$ cat config.mk
export PLATFORM = sky130hd
export DESIGN_NAME = cache_mem_arbiter
export DESIGN_NICKNAME = d
export VERILOG_FILES = /design/src/rtl/cache_mem_arbiter.sv
export SDC_FILE = /design/constraint.sdc
export NUM_CORES = 1
export LEC_CHECK = 0
export ABC_AREA = 1
export CAP_MARGIN = 40
export CELL_PAD_IN_SITES_DETAIL_PLACEMENT = 1
export CELL_PAD_IN_SITES_GLOBAL_PLACEMENT = 2
export CORE_ASPECT_RATIO = 1.1
export CORE_MARGIN = 4
export CORE_UTILIZATION = 25
export DETAILED_ROUTE_END_ITERATION = 7
export GPL_ROUTABILITY_DRIVEN = 0
export MAX_ROUTING_LAYER = met4
export PLACE_DENSITY = 0.82
export SLEW_MARGIN = 20
export SYNTH_ARGS = -nofsm -noshare
export SYNTH_HDL_FRONTEND = slang
export SYNTH_SLANG_ARGS = --single-unit
$ cat constraint.sdc
create_clock -name clk -period 2.1 [get_ports clk]
set_input_delay 0.42 -clock clk [delete_from_list [all_inputs] [get_ports clk]]
set_output_delay 0.42 -clock clk [all_outputs]
set_load 0.02 [all_outputs]
$ cat src/rtl/cache_mem_arbiter.sv
// cache_mem_arbiter: shares one word-wide memory port between ICache refill,
// DCache refill and DCache write-back. Lines are moved as four word beats.
// A one-entry write buffer absorbs a DCache write-back at any time; it is
// drained before any new read is started.
// Optional feature: define ARB_RR_EN for round-robin IC/DC read arbitration;
// without it the DCache read always wins.
module cache_mem_arbiter #(
  parameter int ADDR_W = 32,
  parameter int DATA_W = 32
) (
  input  logic                clk,
  input  logic                rst_n,
  input  logic                ic_rd_req_i,
  input  logic [ADDR_W-1:0]   ic_rd_addr_i,
  output logic                ic_rd_rdy_o,
  output logic [DATA_W-1:0]   ic_rd_data_o,
  output logic                ic_rd_valid_o,
  output logic [2:0]          ic_rd_num_o,
  input  logic                dc_rd_req_i,
  input  logic [ADDR_W-1:0]   dc_rd_addr_i,
  output logic                dc_rd_rdy_o,
  output logic [DATA_W-1:0]   dc_rd_data_o,
  output logic                dc_rd_valid_o,
  output logic [2:0]          dc_rd_num_o,
  input  logic                dc_wr_req_i,
  input  logic [ADDR_W-1:0]   dc_wr_addr_i,
  input  logic [4*DATA_W-1:0] dc_wr_data_i,
  output logic                dc_wr_rdy_o,
  output logic                mem_req_o,
  output logic                mem_we_o,
  output logic [ADDR_W-1:0]   mem_addr_o,
  output logic [DATA_W-1:0]   mem_wdata_o,
  input  logic                mem_gnt_i,
  input  logic                mem_rvalid_i,
  input  logic [DATA_W-1:0]   mem_rdata_i
);

  typedef enum logic [1:0] {IDLE, WR, RD_REQ, RD_WAIT} state_e;

  state_e                state_q, state_d;
  logic [1:0]            beat_q, beat_d;
  logic                  owner_q, owner_d;   // 0 = IC, 1 = DC
  logic [ADDR_W-5:0]     rd_line_q, rd_line_d;
  logic [ADDR_W-5:0]     wb_line_q, wb_line_d;
  logic [4*DATA_W-1:0]   wb_data_q, wb_data_d;
  logic                  full_q, full_d;
  logic                  wr_acc;
  logic                  rd_grant;
  logic                  dc_wins;

  // Line offsets are regenerated from the beat counter, so the low address bits are dropped.
  logic unused_addr_bits;
  assign unused_addr_bits = ^{ic_rd_addr_i[3:0], dc_rd_addr_i[3:0], dc_wr_addr_i[3:0]};

  assign wr_acc      = dc_wr_req_i & ~full_q;
  assign dc_wr_rdy_o = ~full_q;
  assign ic_rd_rdy_o = rd_grant & ~dc_wins;
  assign dc_rd_rdy_o = rd_grant &  dc_wins;

`ifdef ARB_RR_EN
  logic rr_q, rr_d;   // owner of the most recent read grant; reset = IC last
  assign dc_wins = dc_rd_req_i & (~ic_rd_req_i | ~rr_q);
  assign rr_d    = rd_grant ? dc_wins : rr_q;

  // Round-robin pointer register.
  always_ff @(posedge clk or negedge rst_n)
    if (!rst_n) rr_q <= 1'b0;
    else        rr_q <= rr_d;
`else
  assign dc_wins = dc_rd_req_i;
`endif

  // State, beat counter, read context and write buffer registers.
  always_ff @(posedge clk or negedge rst_n)
    if (!rst_n) begin
      state_q   <= IDLE;
      beat_q    <= 2'd0;
      owner_q   <= 1'b0;
      rd_line_q <= '0;
      wb_line_q <= '0;
      wb_data_q <= '0;
      full_q    <= 1'b0;
    end else begin
      state_q   <= state_d;
      beat_q    <= beat_d;
      owner_q   <= owner_d;
      rd_line_q <= rd_line_d;
      wb_line_q <= wb_line_d;
      wb_data_q <= wb_data_d;
      full_q    <= full_d;
    end

  // Next state, buffer load, read routing and memory beat drive.
  always_comb begin
    state_d       = state_q;
    beat_d        = beat_q;
    owner_d       = owner_q;
    rd_line_d     = rd_line_q;
    wb_line_d     = wb_line_q;
    wb_data_d     = wb_data_q;
    full_d        = full_q;
    rd_grant      = 1'b0;
    mem_req_o     = 1'b0;
    mem_we_o      = 1'b0;
    mem_addr_o    = '0;
    mem_wdata_o   = '0;
    ic_rd_valid_o = 1'b0;
    ic_rd_data_o  = '0;
    ic_rd_num_o   = 3'd0;
    dc_rd_valid_o = 1'b0;
    dc_rd_data_o  = '0;
    dc_rd_num_o   = 3'd0;

    // The buffer can load in any state; it only ever holds one line.
    if (wr_acc) begin
      full_d    = 1'b1;
      wb_line_d = dc_wr_addr_i[ADDR_W-1:4];
      wb_data_d = dc_wr_data_i;
    end

    case (state_q)
      IDLE: begin
        if (full_q || wr_acc) begin
          // Pending or just-accepted write always drains before a read starts.
          state_d = WR;
          beat_d  = 2'd0;
        end else if (rst_n && (ic_rd_req_i || dc_rd_req_i)) begin
          rd_grant  = 1'b1;
          owner_d   = dc_wins;
          rd_line_d = dc_wins ? dc_rd_addr_i[ADDR_W-1:4] : ic_rd_addr_i[ADDR_W-1:4];
          state_d   = RD_REQ;
          beat_d    = 2'd0;
        end
      end
      WR: begin
        mem_req_o   = 1'b1;
        mem_we_o    = 1'b1;
        mem_addr_o  = {wb_line_q, beat_q, 2'b00};
        mem_wdata_o = wb_data_q[DATA_W*beat_q +: DATA_W];
        if (mem_gnt_i) begin
          beat_d = beat_q + 2'd1;
          if (beat_q == 2'd3) begin
            full_d  = 1'b0;
            state_d = IDLE;
          end
        end
      end
      RD_REQ: begin
        mem_req_o  = 1'b1;
        mem_addr_o = {rd_line_q, beat_q, 2'b00};
        if (mem_gnt_i) state_d = RD_WAIT;
      end
      RD_WAIT: begin
        if (mem_rvalid_i) begin
          if (owner_q) begin
            dc_rd_valid_o = 1'b1;
            dc_rd_data_o  = mem_rdata_i;
            dc_rd_num_o   = {1'b0, beat_q} + 3'd1;
          end else begin
            ic_rd_valid_o = 1'b1;
            ic_rd_data_o  = mem_rdata_i;
            ic_rd_num_o   = {1'b0, beat_q} + 3'd1;
          end
          if (beat_q == 2'd3) begin
            state_d = IDLE;
          end else begin
            beat_d  = beat_q + 2'd1;
            state_d = RD_REQ;
          end
        end
      end
      default: state_d = IDLE;
    endcase
  end

endmodule

-- Word level (Yosys, flattened, before mapping)
Index checks and enable logic that the tools add are counted.
- bits in registers: 190
- bits of input ports: 263
- $add $sub $neg: 2
- muxes and demuxes: 44
- bitwise gates (word level): 6
- equality and inequality tests: 10
- reduce and logical (&&, ||, !) cells: 9
- shift-type cells: 1
- operators with widths (operator ; count):
    $mux 32 ; 7
    $shiftx 128x8->32 ; 1
    $pmux 32 s2 ; 1
    $mux 28 ; 1
    $mux 2 ; 12
    $mux 3 ; 6
    $mux 1 ; 15
    $ne 2x2->1 const B ; 5
    $reduce_and 5->1 ; 2
    $pmux 2 s4 ; 1
    $eq 2x2->1 const B ; 3
    $pmux 2 s3 ; 1
    $add 2x1->3 const B ; 1
    $and 1x1->1 ; 3
    $ne 3x3->1 const B ; 1
    $not 1->1 ; 3
    $reduce_and 3->1 ; 1
    $reduce_bool 3->1 ; 1
    $add 2x1->2 const B ; 1
    $eq 2x1->1 const B ; 1
    $logic_not 2->1 ; 1
    $logic_or 1x1->1 ; 2
    $reduce_or 2->1 ; 1
    $logic_and 1x1->1 ; 1

-- Longest topological paths before layout
Gate-level depths: netlist (run 1).
- word-level depth: 6
- gate-level depth with buffers: 9

-- Worst setup path before layout (run 1)
Ideal clock, no wire load.
- kind: reg2out
- start point: register state_q[1]
- end point: output mem_wdata_o[10]
- arrival: 1.619 ns
- path buffers: 2
- slack: 0.061 ns
- data required time: 1.680 ns
- cell stages (with the launch flop): 7
- cells stage by stage: dfrtp_1 -> inv_1 -> ha_1 -> clkbuf_1 -> inv_1 -> clkbuf_1 -> a21oi_1
- longest elaborated chain between the ends: 2
- RTL lines (element ; line ; source):
    start: declaration ; 40 ; state_e state_q, state_d;
    start signal: assignment ; 84 ; state_q <= state_d;
    $eq 2x1->1 ; 121 ; case (state_q)
    $mux 32 ; 121 ;
    end: declaration ; 32 ; output logic [DATA_W-1:0] mem_wdata_o,
Every way passes these cells.

-- Final worst setup path (run 1)
- start point: register state_q[0]
- end point: output ic_rd_data_o[0]
- longest elaborated chain between the ends: 2
- RTL lines (element ; line ; source):
    $eq 2x2->1 ; 121 ;
    $mux 32 ; 121 ;
    end: declaration ; 16 ; output logic [DATA_W-1:0] ic_rd_data_o,
Every way passes these cells.

==> flow_summary.toml, run 1 <==
[clocking]
clock-root-buffer = "clkbuf_16"
clock_path_buffers = 2
clock_latency_ps = 450
clock_sinks = 190
htreeDepth = 4
cts_buffers = 17
clk_pin_slew_ps = 80
cts_tree = "done"

[logic_synthesis]
ys_types = 23
yosysWarnings = 0
synth_most_common_cell = "nor2_1"
syn_inst = 1018
synth_common_cells = "nor2_1, dfrtp_1, nand2_1"
yosysTopAreaCell = "dfrtp_1"
synth_area_um2 = 9970
ys_ff_latch = 190
ys.flop_type = "dfrtp_1"
ys_top_cells_by_area = "dfrtp_1, mux2_4, nor2_1, nand2_1, o21ai_0"
synth-seq-area-share_pct = 47.7
synth_edf_count = 0
async_reset_ff_share_pct = 100
syn_area_per_cell_um2 = 9.80
synth_top_area_share_pct = 47.7

[setup_path]
critPathLaunch = "state_q[0]$_DFFE_PN0P_"
crit_type = "flop to output port"
worstSetupStartpointType = "flop"
critPathTopFamily = "buffers and inverters"
cp.required_ps = 1680
crit_slowest_cell = "dfrtp_2"
critPathMaxStageDelay_ps = 460
crit_chain = "ha_4, nand3_4, buf_6, clkbuf_16, nor2_4, buf_6"
critPathArrivalTime_ps = 1890
rr_startpoint = "state_q[1]$_DFFE_PN0P_"
path_depth = 6
path_buf_inv = 3
end_kind = "output port"
cp_max_fo = 6
cpMostUsedCell = "buf_6"
worst-r2r-cell-count = 10

[routing]
vias = 8904
drc = 0
first_iter_violations = 249
viasPerCell = 4.51
detail_route.wl_per_cell_um = 20.3
wl_um = 40200
drt-pass1-iter-count = 4
drtAntennaViolNets = 0

[grt]
gr-usage-all-layers_pct = 17.7
grt_overflow = 0
gr-usage-met1_pct = 21.0
grt_use_met2_pct = 30.4
grt_pass1_wl_um = 57800
grt_pass1_vias = 9656
top_usage_layer = "met2"
grt_max_degree = 118
met3_usage_pct = 5.01
antenna_found_initial = 5

[pwr]
ir_worst_vdd_v = 0.000490
fin_total_pwr_w = 0.0199
p_leak_nw = 8.13
p_per_area_nw_per_um2 = 1150

[status]
failed_checks = "negative setup slack"
status = "finished, violations left"

[placement]
port_buffers = 389
dp_hpwl_um = 26700
dp_cells = 1900

[sta]
tightest_slew_ps = 685
min_period_ps = 2310
slew_headroom_pct = 54.4
skew_ps = 9.22
rsz0062_at_grt = "yes"
fin_ws_ps = -206
setup_viol = 135
slew_violations = 0
finalHoldViolCount = 0
fmax_mhz = 434
fin_crit_sh_pct = 110

[layout]
drive_gt1_share_pct = 39.8
syn2layout_area_growth_pct = 74.4
fin_cells = 1975
final_nets = 1719
utilization_pct = 44.3

[floorplanning]
die_area_um2 = 43200
rows = 76
die_h_um = 217
core_um2 = 39300
initial_utilization_pct = 25.4
die_w_um = 198
io_pins = 404

[min_path]
hold_path.class = "primary input to asynchronous set/reset pin"

[job]
maxCapViolCount = 0
layer usage:
| layer | part of all wire (%) | wire length [um] |
|---|---|---|
| met5 | 0 | 0 |
| met2 | 52 | 20800 |
| met4 | 0.92 | 369 |
| met3 | 5.7 | 2310 |
| met1 | 41 | 16600 |
cell families (layout without fill, tap and decap cells):
family	after synthesis	after routing	synth area share (%)
flip-flops	190	190	47.7
other	1	7	0.0376
AO/OA/AOI/OAI	185	185	10.0
adder cells (fa/ha/maj)	6	6	0.753
multiplexers	156	156	21.4
AND/OR/NAND/NOR	355	355	13.5
buffers and inverters	125	569	6.67
cells in the final DEF, fill, tap and decap left out, types with 5 or more instances in the layout:
cell,count
clkdlybuf4s50_1,248
dfrtp_1,186
nor2_1,115
buf_6,107
mux2_4,100
nand2_1,94
buf_4,70
nor2_4,69
o21ai_0,47
o21ai_1,46
inv_1,42
mux2_1,40
nand2_4,32
a21boi_0,28
nor2_2,26
buf_12,26
clkbuf_16,25
a21oi_1,24
a21oi_2,23
mux2_2,16
a21oi_4,14
nand2_2,12
buf_16,10
buf_8,9
diode_2,5
inv_4,5
inv_2,5
ha_4,5
metrics by stage:
step	setup WS [ps]	area, um^2	hold slack, ps	setup TNS [ps]
after floorplan	61.1	9980	124	0
after global placement	-630	14800	387	-34570
after detailed placement	-615	14800	383	-38260
after CTS	-256	16100	456	-16410
after global routing	-288	17400	482	-25460
final	-206	17400	487	-12600
final cells by class:
cell class | count | area, um^2
clock buffers | 17 | 425
diodes | 5 | 12.5
clock inverters | 15 | 179
inverters | 53 | 216
well taps | 507 | 634
multi-input cells | 704 | 5770
fillers | 4223 | 21900
repair buffers | 484 | 5400
flip-flops and latches | 190 | 4760
where the power goes:
part           internal [W]  total [W]  switching (W)
registers           0.00520    0.00631        0.00111
logic               0.00532     0.0102        0.00493
clock network       0.00171    0.00339        0.00168
final timing paths:
path / to / slack [ps]
max in group asynchronous: state_q[0]$_DFFE_PN0P_ / 720
min reg2reg: rd_line_q[20]$_DFFE_PN0P_ / 490
min in group clk: rd_line_q[20]$_DFFE_PN0P_ / 490
max reg2reg: beat_q[1]$_DFFE_PN0P_ / 370
max: ic_rd_data_o[0] / -210
min: wb_data_q[94]$_DFFE_PN0P_ / 490
registers in the layout, summed over array words and instances, names as in the netlist:
| name | cells |
|---|---|
| state_q | 2 |
| full_q | 1 |
| beat_q | 2 |
| wb_line_q | 28 |
| wb_data_q | 128 |
| rd_line_q | 28 |
| owner_q | 1 |
worst register-to-register path, stage by stage (launching register included):
cell and delay (ps):
dfrtp_2 470, buf_6 150, ha_4 210, buf_6 160, buf_4 140, inv_1 40, nand2_1 40, nor2_1 190
nand2_1 110, nand2_1 70, nand2_1 50
timing repair:
item,CTS,global route
setup buffers,17,6
resized for setup,873,327
cloned,12,11
hold buffers,1,0
pin swaps,34,63
hold endpoints to repair,3,0
endpoints found under the setup margin,139,138
Note: power is estimated with default switching activity, not from simulation.
==> inputs of run 2 (changes only) <==
SLEW_MARGIN = unset   (was 20)
clock period = 2.5 ns   (was 2.1 ns; I/O delays follow)
==> run 2 against run 1 <==
Effect of this change:
- the run now ends clean
- clock power is 14% lower
- first-iteration DRC count is 24% higher
- clock skew is 4.3 ps higher
- die area stayed put
- final area is 14% lower
- worst setup slack better by 310 ps
- global-route usage is 0.91 points lower
- hold slack worse by 320 ps
- largest power group unchanged
==> flow_summary.toml, run 2 (synthesis gave the netlist of run 1 again) <==
[status]
status = "finished, final reports clean"

[sta]
tightest_slew_ps = 745
skew_ps = 13.5
min_period_ps = 2400
holdWs_ps = 166
fin_crit_sh_pct = 96.0
slew_violations = 0
fmax_mhz = 417
slew_headroom_pct = 50.3
rsz0062_at_grt = "yes"
setup_viol = 0
finalHoldViolCount = 0
tns_ps = 0

[floorplanning]
die_area_um2 = 43200
die_h_um = 217
core_um2 = 39300
initial_utilization_pct = 25.4
die_w_um = 198
rows = 76
io_pins = 404

[setup_path]
crit_chain = "inv_2, ha_1, inv_2, buf_12, a21oi_1, clkdlybuf4s15_2"
crit_slowest_cell = "dfrtp_1"
critPathMaxStageDelay_ps = 420
worst-r2r-cell-count = 8
critPathArrivalTime_ps = 1900
cp.required_ps = 2000
crit_type = "flop to output port"
cpMostUsedCell = "inv_2"
worstSetupStartpointType = "flop"
end_kind = "output port"
cp_max_fo = 22

[grt]
grt_overflow = 0
grt_pass1_vias = 9176
gr-usage-all-layers_pct = 16.7
grt_pass1_wl_um = 54600
antenna_found_initial = 3
grt_max_degree = 116

[job]
maxCapViolCount = 0

[pwr]
p_per_area_nw_per_um2 = 953
power_frac_clock_pct = 20.4
ir_worst_vdd_v = 0.000365
cell_internal_pwr_w = 0.00899
combPwrFrac_pct = 43.7
fin_total_pwr_w = 0.0143
power_frac_seq_pct = 35.9
p_switching_w = 0.00527
p_leak_nw = 7.23
p_sw_share_pct = 37.0

[layout]
drive_gt1_share_pct = 20.5
fin_cells = 1924
num-fill-cells = 4514
multi_input_area_um2 = 4600
syn2layout_area_growth_pct = 50.1
fin_area_um2 = 15000
largest_reg_flops = 128
final_cell_mix = "clkdlybuf4s50_1, nor2_1, dfrtp_1"
final_nets = 1670
seqCellArea_um2 = 4760
regMostFlops = "wb_data_q"
final_common_cell = "clkdlybuf4s50_1"
largest_registers = "wb_data_q (128), rd_line_q (28), wb_line_q (28)"

[clocking]
clock_sinks = 190
clock_path_buffers = 2
htreeDepth = 4
cts_buffers = 17
holdBufCountCts = 0
clock_latency_ps = 450
cts_tree = "done"
clk_pin_slew_ps = 80
clock-root-buffer = "clkbuf_16"

[placement]
dp_cells = 1882
placed_cell_area_um2 = 14500
port_buffers = 389
dp_hpwl_um = 26000

[routing]
first_iter_violations = 308
drtAntennaViolNets = 0
drc = 0
detail_route.wl_per_cell_um = 19.0
drt-pass1-iter-count = 6
vias = 8564
wl_um = 36500
viasPerCell = 4.45

[min_path]
hold_path.class = "primary input to asynchronous set/reset pin"
## run 2: stage by stage
step                util (%)  setup slack [ps]
finish                  38.1              99.7
global route            38.1             -12.6
CTS                     38.2             -62.2
detailed placement      37.0              -149
global placement        37.0              -197
floorplan                  -               381
## run 2: path summary, 6_finish.rpt
path	startpoint	to	slack (ps)
max reg2reg	state_q[0]$_DFFE_PN0P_	rd_line_q[5]$_DFFE_PN0P_	820
min in group clk	rd_line_q[11]$_DFFE_PN0P_	rd_line_q[11]$_DFFE_PN0P_	490
min	rst_n	wb_line_q[7]$_DFFE_PN0P_	170
max	state_q[1]$_DFFE_PN0P_	mem_addr_o[7]	100
max in group asynchronous	rst_n	wb_line_q[24]$_DFFE_PN0P_	1260
min reg2reg	rd_line_q[11]$_DFFE_PN0P_	rd_line_q[11]$_DFFE_PN0P_	490
## run 2: power by group through the flow
| stage | clock network, W | registers (W) | logic [W] |
|---|---|---|---|
| 2_1_floorplan | 0 | 0.00487 | 0.00386 |
| 3_3_place_gp | 0 | 0.00506 | 0.00629 |
| 6_report | 0.00291 | 0.00512 | 0.00624 |
| 3_5_place_dp | 0 | 0.00514 | 0.00638 |
| 5_1_grt | 0.00314 | 0.00528 | 0.00687 |
| 4_1_cts | 0.00302 | 0.00511 | 0.00624 |
## run 2: area by class of cell
| class | instances | share of cell area, % |
|---|---|---|
| Timing Repair Buffer | 435 | 27.7 |
| Tap cell | 507 | 4.24 |
| Inverter | 53 | 1.35 |
| Clock inverter | 14 | 1.16 |
| Multi-Input combinational cell | 704 | 30.7 |
| Sequential cell | 190 | 31.8 |
| Clock buffer | 18 | 2.93 |
| Antenna cell | 3 | 0.0501 |
## run 2: critical path, delay by kind of cell, from the launching register on
family                     cells  cell delay, ps
DFF                            1             420
adders and majority gates      1             320
buffers and inverters          4             570
AOI/OAI and AO/OA              1             120
## run 2: metal layers
| layer | vias up | GRT usage (%) | routed length (um) |
|---|---|---|---|
| met3 | 23 | 4.74 | 2220 |
| met4 | 0 | 3.58 | 399 |
| met1 | 4239 | 20.6 | 15700 |
| li1 | 4080 | - | - |
| met5 | - | - | 0 |
| met2 | 222 | 27.7 | 18200 |
## run 2: what timing repair did
item / 4_1_cts / 5_1_grt
cloned: 1 / 2
endpoints found under the setup margin: 138 / 85
resized for setup: 312 / 103
pin swaps: 0 / 2
buffers inserted: 0 / 4
==> inputs of run 3 (changes only) <==
TNS_END_PERCENT = 30   (was unset)
==> run 3 against run 2 <==
Effect of this change:
- clock skew shrank 3.2 ps
- sequential share of layout area increased by 0.21 points
- sequential power barely moved
- maximum frequency fell by 0.43%
- final area down 0.65%
- critical path depth stayed put
- worst setup slack got worse by 10 ps
- hold slack worse by 2.0 ps
- critical endpoint is now mem_addr_o[5]
- cell count is the same
- total power hardly changed
==> flow_summary.toml, run 3 (synthesis gave the netlist of run 1 again) <==
[routing]
drt-pass1-iter-count = 4
vias = 8559
first_iter_violations = 314
viasPerCell = 4.45
wl_um = 36400
detail_route.wl_per_cell_um = 18.9
drtAntennaViolNets = 0
drc = 0

[setup_path]
path_buf_inv = 4
critPathTopFamily = "buffers and inverters"
critPathLaunch = "state_q[0]$_DFFE_PN0P_"
critPathArrivalTime_ps = 1910
crit_slowest_cell = "dfrtp_2"
crit_type = "flop to output port"
critPathMaxStageDelay_ps = 420
cp_max_fo = 22
crit_chain = "inv_1, ha_1, inv_2, buf_12, a21oi_1, clkdlybuf4s15_2"
rr_startpoint = "state_q[0]$_DFFE_PN0P_"
worstSetupStartpointType = "flop"
cp.required_ps = 2000
end_kind = "output port"

[layout]
final_cell_mix = "clkdlybuf4s50_1, nor2_1, dfrtp_1"
largest_reg_flops = 128
drive_gt1_share_pct = 22.1
final_nets = 1670
largest_registers = "wb_data_q (128), rd_line_q (28), wb_line_q (28)"
regMostFlops = "wb_data_q"
final_common_cell = "clkdlybuf4s50_1"
fin_cells = 1924
num-fill-cells = 4525
syn2layout_area_growth_pct = 49.2
utilization_pct = 37.9

[pwr]
power_frac_clock_pct = 20.5
combPwrFrac_pct = 43.6
p_switching_w = 0.00529
cell_internal_pwr_w = 0.00897
power_frac_seq_pct = 35.9
p_leak_nw = 7.25
fin_total_pwr_w = 0.0143
p_sw_share_pct = 37.1
p_per_area_nw_per_um2 = 959
ir_worst_vdd_v = 0.000375

[sta]
min_period_ps = 2410
finalHoldViolCount = 0
skew_ps = 10.4
slew_headroom_pct = 49.9
fin_ws_ps = 89.3
fmax_mhz = 415
slew_violations = 0
tightest_slew_ps = 752
fin_crit_sh_pct = 96.4
rsz0062_at_grt = "yes"
holdWs_ps = 164
setup_viol = 0

[grt]
gr-usage-all-layers_pct = 16.7
grt_max_degree = 116
antenna_found_initial = 3
grt_pass1_wl_um = 54600
grt_pass1_vias = 9177
grt_overflow = 0

[clocking]
cts_buffers = 17
clock_sinks = 190
clock_path_buffers = 2
cts_tree = "done"
clock-root-buffer = "clkbuf_16"
clk_pin_slew_ps = 80
clock_latency_ps = 450
htreeDepth = 4

[floorplanning]
rows = 76
die_area_um2 = 43200
io_pins = 404
core_um2 = 39300
initial_utilization_pct = 25.4
die_h_um = 217
die_w_um = 198

[placement]
dp_hpwl_um = 26000
port_buffers = 389
pre_cts_slack_ps = -149
dp_cells = 1882

[min_path]
hold_path.class = "primary input to asynchronous set/reset pin"

[job]
maxCapViolCount = 0

[status]
status = "finished, final reports clean"
[run 3: changes by cell type in the layout (fill, tap and decap cells not counted), sizes merged]
cell,change
dlymetal6s2s,+1
clkdlybuf4s18,+1
clkdlybuf4s15,-21
clkbuf,+21
buf,-1
dlygate4sd2,-1
[run 3: power by group through the flow]
stage | combinational [W] | sequential [W] | clock [W]
2_1_floorplan | 0.00386 | 0.00487 | 0
3_3_place_gp | 0.00629 | 0.00506 | 0
3_5_place_dp | 0.00638 | 0.00514 | 0
4_1_cts | 0.00627 | 0.00510 | 0.00302
5_1_grt | 0.00685 | 0.00527 | 0.00314
6_report | 0.00622 | 0.00512 | 0.00292
[run 3: worst paths after layout]
| check | end | slack [ps] | depth (start not counted) |
|---|---|---|---|
| min reg2reg | rd_line_q[19]$_DFFE_PN0P_ | 480 | 2 |
| max | mem_addr_o[5] | 90 | 6 |
| min in group clk | rd_line_q[19]$_DFFE_PN0P_ | 480 | 2 |
| max in group asynchronous | wb_line_q[24]$_DFFE_PN0P_ | 1260 | 3 |
| max reg2reg | rd_line_q[5]$_DFFE_PN0P_ | 800 | 8 |
| min | wb_data_q[92]$_DFFE_PN0P_ | 160 | 2 |
[run 3: metal layers]
metal / track usage [%] / routed length [um] / up-vias
met4: 3.58 / 490 / 0
li1: - / - / 4079
met1: 20.6 / 15600 / 4234
met3: 4.73 / 2400 / 27
met2: 27.7 / 18000 / 219
met5: - / 0 / -
[run 3: through the flow]
stage / setup TNS, ps / instance area (um^2)
final: 0 / 14900
after global routing: -5.43 / 14900
after CTS: -926 / 15100
after detailed placement: -4360 / 14500
after global placement: -3470 / 14500
after floorplan: 0 / 9980
[run 3: final cells by class]
| class | instances | area [um^2] | share of cell area [%] |
|---|---|---|---|
| clock inverters | 14 | 174 | 1.17 |
| inverters | 53 | 199 | 1.34 |
| well taps | 507 | 634 | 4.26 |
| diodes | 3 | 7.51 | 0.0505 |
| flip-flops and latches | 190 | 4760 | 32.0 |
| clock buffers | 18 | 439 | 2.95 |
| repair buffers | 435 | 4050 | 27.2 |
| multi-input cells | 704 | 4610 | 31.0 |
[run 3: repair_timing]
| action | 4_1_cts | 5_1_grt |
|---|---|---|
| setup endpoints to repair | 138 | 113 |
| cloned | 1 | 2 |
| hold buffers | 0 | 0 |
| pin swaps | 0 | 1 |
| buffers inserted | 0 | 4 |
| gates resized for setup | 300 | 134 |
